--- src/rtl/tt_pin_cmd_responder_if.sv ---
`default_nettype none
// ============================================================================
//  Module      : tt_pin_cmd_responder_if
//  Description : Bundles the host pin handshake and the core register bus
//                used by tt_pin_cmd_responder.
//  Revision    : 1.0  initial release
// ============================================================================
interface tt_pin_cmd_responder_if;
  logic       ena;
  logic [7:0] ui_in;
  logic [7:0] uo_out;
  logic [7:0] uio_in;
  logic [7:0] uio_out;
  logic [7:0] uio_oe;
  logic [5:0] reg_addr;
  logic [7:0] reg_wdata;
  logic       reg_wr_en;
  logic       reg_rd_en;
  logic [7:0] reg_rdata;

  // Responder view: consumes pins and read data, drives responses and strobes.
  modport slave (
    input  ena, ui_in, uio_in, reg_rdata,
    output uo_out, uio_out, uio_oe, reg_addr, reg_wdata, reg_wr_en, reg_rd_en
  );

  // Host/core view: the opposite direction of every signal.
  modport master (
    output ena, ui_in, uio_in, reg_rdata,
    input  uo_out, uio_out, uio_oe, reg_addr, reg_wdata, reg_wr_en, reg_rd_en
  );
endinterface
`default_nettype wire

--- src/rtl/tt_pin_cmd_responder.sv ---
`default_nettype none
// ============================================================================
//  Module      : tt_pin_cmd_responder
//  Description : Decodes host command bytes received over a 4-phase req/ack
//                pin handshake into single-cycle register bus accesses.
//  Revision    : 1.0  initial release
// ============================================================================
module tt_pin_cmd_responder #(
  parameter int unsigned SYNC_STAGES = 2,
  parameter logic [7:0]  ID_BYTE     = 8'hA5
) (
  input logic                   clk,
  input logic                   rst_n,
  tt_pin_cmd_responder_if.slave bus
);

  localparam logic [2:0] S_IDLE       = 3'd0;
  localparam logic [2:0] S_HDR_ACK    = 3'd1;
  localparam logic [2:0] S_WAIT_DATA  = 3'd2;
  localparam logic [2:0] S_DATA_ACK   = 3'd3;
  localparam logic [2:0] S_RD_ISSUE   = 3'd4;
  localparam logic [2:0] S_RD_CAPTURE = 3'd5;

  localparam logic [1:0] OP_ILLEGAL = 2'b00;
  localparam logic [1:0] OP_WRITE   = 2'b01;
  localparam logic [1:0] OP_READ    = 2'b10;
  localparam logic [1:0] OP_PING    = 2'b11;

  logic [SYNC_STAGES-1:0] req_sync;
  logic                   req_s;
  logic [2:0]             state;
  logic [2:0]             state_next;
  logic [1:0]             hdr_op;
  logic                   is_write;
  logic                   ack;
  logic                   err;
  logic                   ack_state;
  logic                   rd_strobe;
  logic                   busy;
  logic [7:0]             resp;
  logic [5:0]             addr_q;
  logic [7:0]             wdata_q;
  logic                   wr_strobe;
  logic                   unused_uio;

  assign req_s      = req_sync[SYNC_STAGES-1];
  assign hdr_op     = bus.ui_in[7:6];
  assign unused_uio = ^bus.uio_in[7:1];

  // Bring the asynchronous host req into the clock domain; runs regardless of ena.
  always_ff @(posedge clk or negedge rst_n) begin
    if (!rst_n) begin
      req_sync <= '0;
    end else begin
      req_sync <= {req_sync[SYNC_STAGES-2:0], bus.uio_in[0]};
    end
  end

  // State register; a low ena parks the machine in IDLE.
  always_ff @(posedge clk or negedge rst_n) begin
    if (!rst_n) begin
      state <= S_IDLE;
    end else if (!bus.ena) begin
      state <= S_IDLE;
    end else begin
      state <= state_next;
    end
  end

  // Next-state decode; every ack state waits for req to drop so a held req is consumed once.
  always_comb begin
    state_next = state;
    case (state)
      S_IDLE: begin
        if (req_s) begin
          state_next = (hdr_op == OP_READ) ? S_RD_ISSUE : S_HDR_ACK;
        end
      end
      S_HDR_ACK: begin
        if (!req_s) begin
          state_next = is_write ? S_WAIT_DATA : S_IDLE;
        end
      end
      S_WAIT_DATA: begin
        if (req_s) begin
          state_next = S_DATA_ACK;
        end
      end
      S_DATA_ACK: begin
        if (!req_s) begin
          state_next = S_IDLE;
        end
      end
      S_RD_ISSUE:   state_next = S_RD_CAPTURE;
      S_RD_CAPTURE: state_next = S_HDR_ACK;
      default:      state_next = S_IDLE;
    endcase
  end

  // Moore outputs decoded from the current state.
  always_comb begin
    ack_state = (state == S_HDR_ACK) || (state == S_DATA_ACK);
    rd_strobe = (state == S_RD_ISSUE);
    busy      = (state != S_IDLE);
  end

  // Datapath: header latch, write strobe, response byte, sticky error and registered ack.
  // ack follows the ack states one clock late, giving symmetric rise/fall latency.
  always_ff @(posedge clk or negedge rst_n) begin
    if (!rst_n) begin
      ack       <= 1'b0;
      err       <= 1'b0;
      is_write  <= 1'b0;
      resp      <= 8'h00;
      addr_q    <= 6'd0;
      wdata_q   <= 8'h00;
      wr_strobe <= 1'b0;
    end else begin
      wr_strobe <= 1'b0;
      ack       <= bus.ena & ack_state;
      if (bus.ena) begin
        case (state)
          S_IDLE: begin
            if (req_s) begin
              addr_q   <= bus.ui_in[5:0];
              is_write <= (hdr_op == OP_WRITE);
              if (hdr_op == OP_PING) begin
                resp <= ID_BYTE;
                err  <= 1'b0;
              end else if (hdr_op == OP_ILLEGAL) begin
                err <= 1'b1;
              end
            end
          end
          S_WAIT_DATA: begin
            if (req_s) begin
              wdata_q   <= bus.ui_in;
              wr_strobe <= 1'b1;
            end
          end
          S_RD_CAPTURE: resp <= bus.reg_rdata;
          default: ;
        endcase
      end
    end
  end

  assign bus.uo_out    = resp;
  assign bus.uio_out   = {4'b0000, err, busy, ack, 1'b0};
  assign bus.uio_oe    = 8'b0000_1110;
  assign bus.reg_addr  = addr_q;
  assign bus.reg_wdata = wdata_q;
  assign bus.reg_wr_en = wr_strobe;
  assign bus.reg_rd_en = rd_strobe;

endmodule
`default_nettype wire

--- src/flat_wrapper.sv ---
// flat-port wrapper written by rule: the top's interface ports become plain ports
module tt_pin_cmd_responder_flat 
#(
  parameter int unsigned SYNC_STAGES = 2,
  parameter logic [7:0]  ID_BYTE     = 8'hA5
)
  (clk, rst_n, bus_ena, bus_ui_in, bus_uio_in, bus_reg_rdata, bus_uo_out, bus_uio_out, bus_uio_oe, bus_reg_addr, bus_reg_wdata, bus_reg_wr_en, bus_reg_rd_en);
  tt_pin_cmd_responder_if bus_i ();
  input logic clk;
  input logic rst_n;
  input wire logic [$bits(bus_i.ena)-1:0] bus_ena;
  input wire logic [$bits(bus_i.ui_in)-1:0] bus_ui_in;
  input wire logic [$bits(bus_i.uio_in)-1:0] bus_uio_in;
  input wire logic [$bits(bus_i.reg_rdata)-1:0] bus_reg_rdata;
  output wire logic [$bits(bus_i.uo_out)-1:0] bus_uo_out;
  output wire logic [$bits(bus_i.uio_out)-1:0] bus_uio_out;
  output wire logic [$bits(bus_i.uio_oe)-1:0] bus_uio_oe;
  output wire logic [$bits(bus_i.reg_addr)-1:0] bus_reg_addr;
  output wire logic [$bits(bus_i.reg_wdata)-1:0] bus_reg_wdata;
  output wire logic [$bits(bus_i.reg_wr_en)-1:0] bus_reg_wr_en;
  output wire logic [$bits(bus_i.reg_rd_en)-1:0] bus_reg_rd_en;
  assign bus_i.ena = bus_ena;
  assign bus_i.ui_in = bus_ui_in;
  assign bus_i.uio_in = bus_uio_in;
  assign bus_i.reg_rdata = bus_reg_rdata;
  assign bus_uo_out = bus_i.uo_out;
  assign bus_uio_out = bus_i.uio_out;
  assign bus_uio_oe = bus_i.uio_oe;
  assign bus_reg_addr = bus_i.reg_addr;
  assign bus_reg_wdata = bus_i.reg_wdata;
  assign bus_reg_wr_en = bus_i.reg_wr_en;
  assign bus_reg_rd_en = bus_i.reg_rd_en;
  tt_pin_cmd_responder #(.SYNC_STAGES(SYNC_STAGES), .ID_BYTE(ID_BYTE)) u_core (.clk(clk), .rst_n(rst_n), .bus(bus_i));
endmodule
--- config.mk ---
export PLATFORM = sky130hd
export DESIGN_NAME = tt_pin_cmd_responder_flat
export DESIGN_NICKNAME = d
export VERILOG_FILES = /design/src/rtl/tt_pin_cmd_responder_if.sv /design/src/rtl/tt_pin_cmd_responder.sv /design/src/flat_wrapper.sv
export SDC_FILE = /design/constraint.sdc
export NUM_CORES = 1
export LEC_CHECK = 0
export CELL_PAD_IN_SITES_DETAIL_PLACEMENT = 0
export CELL_PAD_IN_SITES_GLOBAL_PLACEMENT = 1
export CORE_UTILIZATION = 30
export CTS_CLUSTER_SIZE = 16
export DETAILED_ROUTE_END_ITERATION = 8
export PLACE_DENSITY_LB_ADDON = 0.1
export REMOVE_ABC_BUFFERS = 1
export SYNTH_ARGS = -nofsm -noshare
export SYNTH_HDL_FRONTEND = slang
export SYNTH_SLANG_ARGS = --single-unit
--- constraint.sdc ---
create_clock -name clk -period 2 [get_ports clk]
set_clock_uncertainty 0.15 [all_clocks]
set_input_delay 0.4 -clock clk [delete_from_list [all_inputs] [get_ports clk]]
set_output_delay 0.4 -clock clk [all_outputs]
set_load 0.01 [all_outputs]
==> qor.csv <==
stage,metric,value,unit
run_status,status,completed,
floorplan,initial core utilization,31.6,%
cells_and_area,layout cells sized above 1,22.4,%
synthesis,Synth area leaders,"dfrtp_1 56%, mux2_2 12%, buf_4 8.7%, ha_1 2.7%, a22o_1 2.5%",
grt,gr usage total,12.5,%
synthesis,asr flop ratio synth,100,%
sta,RSZ-0062 raised after global routing,false,
setup_path,WP data required,1450,ps
route,number of nets with antenna violations after routing,0,
sta,Max Freq,0.529,GHz
synthesis,"FF+latch count, synth",31,
grt,gr ovfl total,0,
grt,vias in the first global route,978,
cells_and_area,nets@finish,194,
route,Routed WL,2780,um
setup_path,reg-to-reg critical path endpoint,u_core.is_write,
synthesis,"Seq/Total Area, Yosys",56.0,%
place,Routability Congestion,0.752,
synthesis,Synth Cell Area,1390,um2
sta,fin crit period,1890,ps
floorplan,# rows,24,
sta,setup_tns,0,ps
cells_and_area,utilization after layout,46.9,%
min_path,HP Class,reg2reg,
setup_path,kind of critical path,reg2out,
clocking,Clock transition at path regs,70,ps
power_and_ir_drop,Pleak,0.951,nW
setup_path,worst reg-to-reg path cell count,4,
clocking,CTS tree,yes,
place,post-DP HPWL,1970,um
floorplan,Die W,70.0,um
clocking,# H-tree levels,2,
sta,final hold violations,0,
min_path,Hold Startpoint,u_core.req_sync[0],
setup_path,Critical R2R Launch,u_core.state[2],
floorplan,die height,70.0,um
setup_path,Crit. Startpoint,u_core.state[2],
power_and_ir_drop,Peak VDD IR,441,uV
setup_path,CP arrival,1340,ps
clocking,CTS Sinks,31,
place,port bufs,46,
clocking,CTS Buffer Depth,2,
synthesis,YS warnings,0,
cells_and_area,Syn-to-layout area delta,48.3,%
synthesis,ys flop type,dfrtp_1,
sta,Setup Viol. Count Final,0,
clocking,latest clock arrival within the worst-skew pair,280,ps
synthesis,post-synthesis cell count,107,
synthesis,Syn Area/Cell,13.0,um2
route,First-pass DRT Iterations,2,
setup_path,crit path capture type,primary output,
grt,pin count of the biggest net entering global routing,32,
setup_path,Setup crit start kind,register,
setup_path,maximum fanout along the worst path,8,
route,Via density,4.35,
floorplan,core area,4380,um2
cells_and_area,Layout Cell Area excl Fill,2060,um2
sta,Max Slew Vio Count,0,
job,# Max-Cap Violations,0,
synthesis,Synth cell types,27,
min_path,hold worst-path end,u_core.req_sync[1],
floorplan,Die Area,4900,um2
sta,fin crit share,94.6,%
synthesis,Yosys top cell by area,dfrtp_1,
grt,first-pass GRT wire length,4690,um
clocking,Root Buffer,clkbuf_8,
power_and_ir_drop,PwrDens,923,nW/um2
route,initial DRC count,19,
floorplan,Ports,67,
grt,initial antenna violation count,0,
route,routed vias,945,
clocking,TritonCTS Buffers,5,
sta,Hold WS,203,ps
synthesis,area share of the largest cell type after synthesis,56.0,%
route,wire per inst,12.8,um
synthesis,number of synthesized flops with an enable pin,0,
route,Remaining DRCs,0,
place,Post-Place Cell Area,1910,um2
setup_path,FF-to-FF setup slack,410,ps
cells_and_area,Antenna Cells,0,
min_path,Hold Path Depth,0,
==> worst max-delay path: stages (launching register included) <==
cell and delay [ps]:
dfrtp_1 450, or3_1 320, dlygate4sd2_1 290
==> stage by stage <==
step                      std cells  total power [mW]  worst slack, ps
after floorplan                 101             0.919              461
after global placement          207              1.17            -52.9
after detailed placement        207              1.18            -31.5
after CTS                       217              1.93             97.0
after global routing            217              1.99             60.6
final                           217              1.90              109
==> power by group <==
group	internal [mW]	total [mW]	switching [mW]
Sequential	0.714	0.762	0.0481
Clock	0.498	0.730	0.232
Combinational	0.255	0.404	0.150
Total	1.47	1.90	0.430
==> logic make-up after synthesis <==
kind of cell	synth area share [%]
fa+ha+maj	2.71
mux	12.9
buf+inv	10.8
simple gates	8.94
flops	56.0
compound gates	8.12
other cells	0.542
==> cell usage after synthesis (2+ instances only) <==
master,number
mux2_2,15
o22a_1,4
o21a_1,2
a21oi_1,2
and2_1,4
buf_4,16
nand2_1,2
a22o_1,4
inv_1,5
conb_1,2
dfrtp_1,31
nor2_1,2
nor2b_1,2
ha_1,3
==> flip-flops by register name (all words and copies together), names as in the netlist <==
name / count
u_core.state: 3
u_core.err: 1
u_core.ack: 1
u_core.bus.reg_wdata: 8
u_core.req_sync: 2
u_core.is_write: 1
u_core.bus.reg_wr_en: 1
u_core.bus.reg_addr: 6
u_core.bus.uo_out: 8
==> how the worst max path moves through the flow <==
stage | end | cells past startpoint
5_1_grt | bus_uio_out[2] | 2
2_1_floorplan | u_core.bus.reg_addr[0] | 3
6_report | bus_uio_out[2] | 2
3_3_place_gp | u_core.bus.reg_addr[5] | 5
3_5_place_dp | u_core.is_write | 5
4_1_cts | bus_uio_out[2] | 2
==> cell usage in the layout (no fill, tap or decap), types with 3 or more instances in the layout <==
master / instances
clkbuf_8: 5
conb_1: 13
inv_1: 5
a22o_1: 4
mux2_2: 15
and2_1: 4
dfrtp_1: 30
o22a_1: 4
buf_4: 8
clkdlybuf4s50_1: 44
ha_1: 3
==> final cells by class <==
cell class	instances	area [um2]
clock buffer	6	72.6
clock inverter	2	60.1
fill	413	2330
inverter	5	18.8
multi-input combinational	65	504
sequential	31	777
tap	52	65.1
timing repair buffer	56	558
==> per-layer routing <==
metal / global-route usage [%] / up-vias / share of wire (%)
li1: - / 454 / -
met1: 14.4 / 441 / 43
met2: 20.5 / 43 / 48
met3: 4.76 / 7 / 7.3
met4: 6.00 / 0 / 1.7
met5: 0 / - / 0
==> what timing repair did <==
item                                    4_1_cts  5_1_grt
hold buffers                                  0        0
endpoints found under the hold margin         0        0
setup buffers                                 2        0
endpoints found under the setup margin        2        0
resized for setup                             4        0
No activity file was read; power rests on OpenSTA's default activity.
